### src/rtl/ram_init_loader.sv
// Boot-time loader for the SLC-3 program RAM.
// After every reset it copies a combinational image ROM into the RAM, then
// optionally reads every word back and compares it with the image. While
// busy is high this block owns the RAM port; when busy falls the CPU owns it.
// err is sticky and err_addr keeps the first address that read back wrong.
module ram_init_loader #(
    parameter int DEPTH  = 1024,
    parameter int AW     = 10,
    parameter bit VERIFY = 1'b1
) (
    input  logic          Clk,
    input  logic          Reset,
    output logic [AW-1:0] rom_addr,
    input  logic [15:0]   rom_data,
    input  logic [15:0]   ram_q,
    output logic [15:0]   ADDR,
    output logic [15:0]   data,
    output logic          wren,
    output logic          rden,
    output logic          busy,
    output logic          done,
    output logic          err,
    output logic [AW-1:0] err_addr
);

    typedef enum logic [2:0] {
        S_IDLE,
        S_WRITE,
        S_VREAD,
        S_VDRAIN,
        S_DONE
    } state_t;

    localparam logic [AW-1:0] LAST_ADDR = AW'(DEPTH - 1);

    state_t        r_state;
    state_t        w_next_state;
    logic [AW-1:0] r_cnt;
    logic          w_last;

    logic          r_cmp_valid;
    logic [15:0]   r_cmp_exp;
    logic [AW-1:0] r_cmp_addr;
    logic          w_mismatch;

    logic          r_err;
    logic [AW-1:0] r_err_addr;

    assign w_last = (r_cnt == LAST_ADDR);

    // State register: any reset abandons the sequence and restarts from IDLE.
    always_ff @(posedge Clk or posedge Reset) begin
        // NOTE: sequential state uses non-blocking assignments so every
        // register samples the pre-edge values of the others.
        if (Reset) begin
            r_state <= S_IDLE;
        end else begin
            r_state <= w_next_state;
        end
    end

    // Next-state logic: each pass ends when the counter reaches the last word.
    always_comb begin
        // NOTE: default first, so no path through the case leaves the
        // variable unassigned and infers a latch.
        w_next_state = r_state;
        case (r_state)
            S_IDLE:   w_next_state = S_WRITE;
            S_WRITE:  if (w_last) w_next_state = VERIFY ? S_VREAD : S_DONE;
            S_VREAD:  if (w_last) w_next_state = S_VDRAIN;
            S_VDRAIN: w_next_state = S_DONE;
            S_DONE:   w_next_state = S_DONE;
            default:  w_next_state = S_IDLE;
        endcase
    end

    // Word counter: steps through 0..DEPTH-1 in each pass, then wraps to 0.
    always_ff @(posedge Clk or posedge Reset) begin
        if (Reset) begin
            r_cnt <= '0;
        end else if (r_state == S_WRITE || r_state == S_VREAD) begin
            r_cnt <= w_last ? '0 : r_cnt + 1'b1;
        end
    end

    // Compare pipeline: hold the expected word and its address for one cycle
    // until the registered RAM read data arrives.
    always_ff @(posedge Clk or posedge Reset) begin
        // NOTE: the data/address payload is reset too; it is tiny, and a
        // clean value keeps err_addr well defined in simulation.
        if (Reset) begin
            r_cmp_valid <= 1'b0;
            r_cmp_exp   <= '0;
            r_cmp_addr  <= '0;
        end else begin
            r_cmp_valid <= (r_state == S_VREAD);
            r_cmp_exp   <= rom_data;
            r_cmp_addr  <= r_cnt;
        end
    end

    assign w_mismatch = r_cmp_valid && (ram_q != r_cmp_exp);

    // Sticky error flag; the address is captured only on the first mismatch.
    always_ff @(posedge Clk or posedge Reset) begin
        if (Reset) begin
            r_err      <= 1'b0;
            r_err_addr <= '0;
        end else if (w_mismatch) begin
            r_err <= 1'b1;
            if (!r_err) begin
                r_err_addr <= r_cmp_addr;
            end
        end
    end

    // Output decode: strobes and write data follow the state and counter.
    always_comb begin
        wren = 1'b0;
        rden = 1'b0;
        data = '0;
        busy = 1'b1;
        done = 1'b0;
        case (r_state)
            S_WRITE: begin
                wren = 1'b1;
                data = rom_data;
            end
            S_VREAD: rden = 1'b1;
            S_DONE: begin
                busy = 1'b0;
                done = 1'b1;
            end
            default: ;
        endcase
    end

    assign rom_addr = r_cnt;
    assign ADDR     = 16'(r_cnt);
    assign err      = r_err;
    assign err_addr = r_err_addr;

endmodule

### config.mk
export PLATFORM = sky130hd
export DESIGN_NAME = ram_init_loader
export DESIGN_NICKNAME = d
export VERILOG_FILES = /design/src/rtl/ram_init_loader.sv
export SDC_FILE = /design/constraint.sdc
export NUM_CORES = 1
export LEC_CHECK = 0
export ABC_AREA = 0
export BUFFER_PORTS_ARGS = -buffer_cell sky130_fd_sc_hd__buf_2
export CAP_MARGIN = 10
export CELL_PAD_IN_SITES_DETAIL_PLACEMENT = 1
export CELL_PAD_IN_SITES_GLOBAL_PLACEMENT = 1
export CORE_ASPECT_RATIO = 0.5
export CORE_MARGIN = 5
export CORE_UTILIZATION = 36
export CTS_CLUSTER_SIZE = 20
export DETAILED_ROUTE_END_ITERATION = 7
export HOLD_SLACK_MARGIN = 0.03
export PLACE_DENSITY_LB_ADDON = 0.1
export SYNTH_ARGS = -nofsm -noshare
export SYNTH_HDL_FRONTEND = slang
export SYNTH_SLANG_ARGS = --single-unit
### constraint.sdc
create_clock -name Clk -period 2.2 [get_ports Clk]
set_input_delay 0.22 -clock Clk [delete_from_list [all_inputs] [get_ports Clk]]
set_output_delay 0.22 -clock Clk [all_outputs]
set_load 0.02 [all_outputs]
==> out/results.txt, run 1 <==
Status = finished clean
CP Buf/Inv Count = 0
Critical path endpoint category = flip-flop
Fin crit share = 79.7%
Wire length of the first global-routing pass = 7.97 mm
Count of antenna-violating nets left after detailed routing = 0
Drt total wl = 4.67 mm
Worst Setup Start Kind = flip-flop
Layout overhead on the synthesized area = 27.8%
Final net count = 284
Final estimated routing congestion in global placement = 0.693
DRC violation total after the first TritonRoute iteration = 38
TritonCTS buffer count = 5
CP Data Arrival Time = 1.92 ns
Required arrival time at the worst endpoint = 2.36 ns
Critical-path top delay cell = o41ai_2
Largest fanout on the critical path = 10
H-Tree Depth = 2
Clk root buf = clkbuf_16
Place WS = 0.442 ns
Final setup vio count = 0
Maximum vdd drop = 0.305 mV
Mapped Cells = 168
Vias in the first global route = 1581
Row count = 19
Average cell area after synthesis = 12.5 µm²
Remaining global-route overflow = 0
Distinct cell type count after synthesis = 29
Final Cell Area = 2690 µm²
TritonCTS clock tree = done
Number of hold-slack violations in the final timing report = 0
Critical path cell sequence = xnor2_1 > nand4_1 > o41ai_2 > nor2_2 > mux2_2
Number of primary I/O pins = 91
Count of input and output buffers = 84
Power per cell area = 708 nW/µm²
Hold crit path type = primary input to flip-flop
Total of hold buffers inserted after clock tree synthesis = 0
Top Family by Delay on Critical Path = compound AO/OA/AOI/OAI gates
Period minus WS final = 1.75 ns
Transition at the pin with the smallest max-transition slack = 0.633 ns
Die Area = 7560 µm²
Sum of negative setup slack = 0 ns
Pre-Repair DR Iteration Count = 4
Most used cells in the layout excluding fill and tap cells = 84 x buf_2, 51 x dfrtp_1, 19 x xnor2_1
Most common library cell in the layout ignoring fill and taps = buf_2
Total of cells resized after clock tree synthesis = 0
Crit path largest cell delay = 0.45 ns
Proportion of power drawn by flip-flops and latches = 50.4%
Final setup skew = 0.00504 ns
Top routing layer used = met4
Floorplan die width = 118 µm
Routed met1 length = 2.13 mm
Post-synthesis instance area = 2100 µm²
FMAX = 570 MHz
Core Footprint = 5560 µm²
Overall fraction of global-route tracks in use = 13.1%
Total met3 wirelength after detailed routing = 326 µm
Post-detailed-route wirelength per cell = 14.4 µm
Worst-case clock buffer depth = 2
Starting density of the core = 37.8%
Logic gate share of total power = 7.3%
Fraction of the yosys area taken by sequential cells = 60.7%
Inserted Diodes = 0
Net switching share of the total power = 21.4%
Final design utilization = 48.3%
Max_cap viols = 0
Switching power summed over all nets = 0.000406 W
Critical path start-end classification = flip-flop to flip-flop
Tightest slew margin relative to the limit = 57.8%
Cell area after placement = 2530 µm²
Number of standard cells in the layout, taps in and fillers out = 323
Total of warnings raised by yosys = 0
Dpl hpwl = 3.55 mm
Total of flip-flops plus latches after synthesis = 51
Setup fix buffers added after clock tree synthesis = 0
Clock latency at the later pin of the worst-skew pair = 0.28 ns
Number of DRC violations after detailed routing = 0
Die Y-Extent = 64.1 µm
Share of final-layout standard cells stronger than drive strength 1 = 43.6%
Fraction of power consumed by the clock network = 42.3%
Largest net degree at the start of global routing = 52
Clock transition at the registers of the reported paths = 0.06 ns
Via/cell ratio = 4.38
Leakage = 1.36 nW
Inst Count DP = 315
Worst-case setup margin in the final layout = 0.446 ns
Amount of wire on met2 after detailed routing = 2.18 mm
Clock tree sinks = 51
Antenna violations before repair = 0
Setup repair after global routing missed its margin = false
Overall via count from detail_route = 1416
Total count of max-transition violations in the final report = 0
Cell-internal power = 0.00150 W
## registers in the layout (all words and copies together), names as in the netlist
signal and flops:
rom_addr 10, r_cmp_addr 10, r_state 3, r_cmp_valid 1, err 1, err_addr 10, r_cmp_exp 16
## cell families after synthesis
group / after synthesis / synth area share (%)
DFF: 51 / 60.7
and+or+nand+nor: 49 / 12.8
xor gates and xnor gates: 22 / 9.16
buffers and inverters: 21 / 6.66
muxes: 12 / 6.37
AOI/OAI and AO/OA: 11 / 3.57
adders and majority gates: 1 / 0.595
other: 1 / 0.178
## synth_stat cells (all sizes together)
| cell | instances | share of area (%) |
|---|---|---|
| xnor2 | 19 | 7.9 |
| nor2 | 8 | 1.5 |
| buf | 17 | 5.9 |
| clkbuf | 1 | 0.18 |
| o41ai | 1 | 0.77 |
| dfrtp | 51 | 61 |
| nand3 | 3 | 0.71 |
| o22ai | 1 | 0.30 |
| inv | 3 | 0.54 |
| a21oi | 2 | 0.48 |
| nand2 | 7 | 1.2 |
| and3 | 2 | 0.59 |
| o21ai | 4 | 0.95 |
| o31ai | 1 | 0.36 |
| or2b | 1 | 0.36 |
| mux2i | 1 | 0.48 |
| nand4 | 6 | 1.8 |
| xor2 | 3 | 1.2 |
| and2 | 18 | 5.4 |
| a211oi | 1 | 0.36 |
| or3 | 1 | 0.30 |
| nor2b | 1 | 0.30 |
| o211ai | 1 | 0.36 |
| mux2 | 11 | 5.9 |
| ha | 1 | 0.59 |
| conb | 1 | 0.18 |
| nand2b | 2 | 0.59 |
## metal layers
layer,up-vias,track usage [%]
met5,-,0
met4,0,3.00
met3,2,4.58
met2,50,21.9
met1,674,16.4
li1,690,-
## worst paths after layout
kind                                         start                      end  slack, ns  cells past startpoint
min in group asynchronous                    Reset  err_addr[2]$_DFFE_PP0P_       0.10                      3
min reg2reg                rom_addr[4]$_DFFE_PP0P_  r_cmp_addr[4]$_DFF_PP0_       0.46                      0
max                         r_cmp_exp[5]$_DFF_PP0_  err_addr[6]$_DFFE_PP0P_       0.45                      5
min                                    rom_data[3]   r_cmp_exp[3]$_DFF_PP0_       0.05                      1
max reg2reg                 r_cmp_exp[5]$_DFF_PP0_  err_addr[6]$_DFFE_PP0P_       0.45                      5
max in group asynchronous                    Reset   r_cmp_exp[9]$_DFF_PP0_       1.68                      3
## through the flow
stage	hold WS [ns]	total power, W
finish	0.0536	0.00190
global route	0.0419	0.00199
CTS	0.0450	0.00194
detailed placement	0.341	0.00112
global placement	0.338	0.00112
floorplan	0.251	0.00107
## power groups by stage
| stage | Sequential, W | Clock, W | Combinational (W) |
|---|---|---|---|
| after floorplan | 0.000976 | 0 | 0.0000897 |
| after global placement | 0.000976 | 0 | 0.000140 |
| after detailed placement | 0.000977 | 0 | 0.000142 |
| after CTS | 0.000959 | 0.000835 | 0.000143 |
| after global routing | 0.000960 | 0.000873 | 0.000156 |
| final | 0.000959 | 0.000804 | 0.000138 |
## worst reg2reg max path, delay by kind of cell, from the launching register on
kind | cells | cell delay [ns]
AOI/OAI and AO/OA | 1 | 0.45
xor gates and xnor gates | 1 | 0.16
DFF | 1 | 0.38
muxes | 1 | 0.32
and+or+nand+nor | 2 | 0.33
## layout make-up
type,instances,area [µm²]
Inverter,3,11.3
Fill cell,637,2880
Clock buffer,7,153
Clock inverter,1,7.51
Multi-Input combinational cell,101,706
Sequential cell,51,1280
Timing Repair Buffer,87,443
Tap cell,73,91.3
Power figures use the tool's default switching activity.
==> inputs of run 2 (changes only) <==
--- a/config.mk
+++ b/config.mk
@@ -12,7 +12,7 @@
 export CELL_PAD_IN_SITES_GLOBAL_PLACEMENT = 1
 export CORE_ASPECT_RATIO = 0.5
 export CORE_MARGIN = 5
-export CORE_UTILIZATION = 36
+export CORE_UTILIZATION = 32
 export CTS_CLUSTER_SIZE = 20
 export DETAILED_ROUTE_END_ITERATION = 7
 export HOLD_SLACK_MARGIN = 0.03
==> constraint.sdc (replaced) <==
create_clock -name Clk -period 1.5 [get_ports Clk]
set_input_delay 0.15 -clock Clk [delete_from_list [all_inputs] [get_ports Clk]]
set_output_delay 0.15 -clock Clk [all_outputs]
set_load 0.02 [all_outputs]
==> out/results.txt, run 2 (synthesis results as in run 1) <==
Number of DRC violations after detailed routing = 0 (unchanged)
Final net count = 320 (+13%)
Die Area = 8390 µm² (+11%)
Sum of negative setup slack = -2.42 ns (-2.42 ns)
Worst-case setup margin in the final layout = -0.203 ns (-0.649 ns)
Final setup skew = 0.00597 ns (+0.000925 ns)
Setup repair after global routing missed its margin = true
Fraction of power consumed by the clock network = 42.9% (+0.6 points)
Final setup vio count = 27 (+27)
Worst Setup Start Kind = flip-flop
Failing checks = setup timing
CP Data Arrival Time = 1.87 ns (-0.05 ns)
Required arrival time at the worst endpoint = 1.67 ns (-0.69 ns)
Dpl hpwl = 3.99 mm (+12%)
Period minus WS final = 1.70 ns (-0.0507 ns)
Overall fraction of global-route tracks in use = 14.2% (+1.2 points)
Post-detailed-route wirelength per cell = 15.5 µm (+7.5%)
Number of standard cells in the layout, taps in and fillers out = 374 (+16%)
Hold crit path type = primary input to async pin
Register with the most flip-flops = r_cmp_exp
H-Tree Depth = 2 (unchanged)
Critical path endpoint category = flip-flop
Wire length of the first global-routing pass = 9.35 mm (+17%)
Met3 usage in global routing = 3.24% (-1.3 points)
Leakage = 1.63 nW (+20%)
Pre-Repair DR Iteration Count = 4 (unchanged)
DRC violation total after the first TritonRoute iteration = 41 (+7.9%)
Inst Count DP = 344 (+9.2%)
Most used cells in the layout excluding fill and tap cells = 68 x buf_2, 49 x dfrtp_1, 21 x buf_6
Starting density of the core = 33.8% (-4.1 points)
Max_cap viols = 0 (unchanged)
Switching power summed over all nets = 0.000643 W (+58%)
Clock tree sinks = 51 (unchanged)
Antenna violations before repair = 0 (unchanged)
Net switching share of the total power = 21.5% (+0.13 points)
FMAX = 587 MHz (+3.0%)
Final Cell Area = 3270 µm² (+22%)
Cell-internal power = 0.00235 W (+57%)
Number of hold-slack violations in the final timing report = 0 (unchanged)
Inserted Diodes = 0 (unchanged)
TritonCTS buffer count = 5 (unchanged)
Proportion of power drawn by flip-flops and latches = 47.0% (-3.4 points)
Remaining global-route overflow = 0 (unchanged)
Global routing's busiest layer = met2
Core Footprint = 6230 µm² (+12%)
Final estimated routing congestion in global placement = 0.767 (+11%)
Fin crit share = 114% (+34 points)
Flip-flop count of the largest register after layout = 16 (unchanged)
Layout overhead on the synthesized area = 55.3%
Count of input and output buffers = 84 (unchanged)
Overall via count from detail_route = 1613 (+14%)
Vias in the first global route = 1757 (+11%)
Cell area after placement = 2670 µm² (+5.4%)
Largest fanout on the critical path = 10 (unchanged)
Place WS = -0.246 ns (-0.688 ns)
Worst-case clock buffer depth = 2 (unchanged)
Status = finished with violations
Area of combinational cells with multiple inputs = 813 µm² (+15%)
Share of final-layout standard cells stronger than drive strength 1 = 53.5% (+9.9 points)
Power per cell area = 916 nW/µm² (+30%)
Logic gate share of total power = 10.2% (+2.9 points)
Clk root buf = clkbuf_16
Clock latency at the later pin of the worst-skew pair = 0.28 ns (about the same)
Met1 usage = 16.8% (+0.34 points)
Floorplan die width = 125 µm (+5.6%)
Drt total wl = 5.81 mm (+24%)
Critical path start-end classification = flip-flop to flip-flop
Maximum vdd drop = 0.542 mV (+78%)
TritonCTS clock tree = done
Largest net degree at the start of global routing = 29 (-44%)
Clock transition at the registers of the reported paths = 0.07 ns (about the same)
Most common library cell in the layout ignoring fill and taps = buf_2
Count of antenna-violating nets left after detailed routing = 0 (unchanged)
Total count of max-transition violations in the final report = 0 (unchanged)
Fraction of met2 tracks used by global routing = 27.1% (+5.2 points)
Die Y-Extent = 67.3 µm (+5.1%)
Row count = 20 (+1)
Register area = 1280 µm² (+0.20%)
Number of fill cells = 677 (+6.3%)
Number of primary I/O pins = 91 (unchanged)
Via/cell ratio = 4.31 (-1.6%)
run 2: cell types whose count changed in the layout (fill, tap and decap cells not counted), moves of 3 or more:
cell           change
buf_2             -16
nor2_1             -3
buf_6             +21
dlygate4sd3_1     +17
nor2_4             +3
and2_1            -16
and2_4            +16
buf_4             +13
run 2: power by group through the flow:
stage / Sequential, W / Clock (W) / Combinational, W
floorplan: 0.00143 / 0 / 0.000132
global placement: 0.00143 / 0 / 0.000214
detailed placement: 0.00143 / 0 / 0.000217
CTS: 0.00141 / 0.00132 / 0.000304
global route: 0.00141 / 0.00140 / 0.000330
finish: 0.00141 / 0.00128 / 0.000305
run 2: worst paths after layout:
check	slack, ns	cells past startpoint	from	to
min in group Clk	0.41	5	ram_q[1]	err$_DFFE_PP0P_
hold / removal	0.40	3	Reset	err_addr[1]$_DFFE_PP0P_
hold reg to reg	0.48	1	r_cmp_addr[6]$_DFF_PP0_	err_addr[6]$_DFFE_PP0P_
setup reg to reg	-0.20	5	r_cmp_exp[11]$_DFF_PP0_	err_addr[7]$_DFFE_PP0P_
setup / recovery	-0.20	5	r_cmp_exp[11]$_DFF_PP0_	err_addr[7]$_DFFE_PP0P_
max in group asynchronous	0.61	4	Reset	rom_addr[2]$_DFFE_PP0P_
run 2: worst max-delay path, cell delays in order, from the launching register on:
cell and delay (ns):
dfrtp_1 0.38, xnor2_1 0.16, nand4_1 0.17, o41ai_4 0.45
nor2_4 0.13, mux2_2 0.30
run 2: what timing repair did:
action,4_1_cts,5_1_grt
hold buffers,17,0
setup endpoints to repair,32,37
buffers inserted,1,1
cloned,2,1
hold endpoints to repair,31,0
resized for setup,59,10
pin swaps,13,10
run 2: through the flow:
step                hold slack [ns]  power (W)  util [%]
floorplan                     0.181    0.00156         -
global placement              0.161    0.00165      42.8
detailed placement            0.166    0.00165      42.8
CTS                           0.403    0.00303      51.6
global route                  0.430    0.00313      52.4
finish                        0.399    0.00299      52.4
run 2: final cells by class:
cell class	instances	area share (%)
multi-input cells	101	24.9
clock inverters	2	1.15
clock buffers	6	3.94
well taps	88	3.37
inverters	3	0.345
repair buffers	123	27.2
flip-flops and latches	51	39.1
run 2: layer usage:
layer / wire length (µm) / vias to the layer above / share of wire, %
li1: - / 766 / -
met1: 2470 / 788 / 43
met2: 3000 / 55 / 52
met3: 297 / 4 / 5.1
met4: 34 / 0 / 0.59
met5: 0 / - / 0
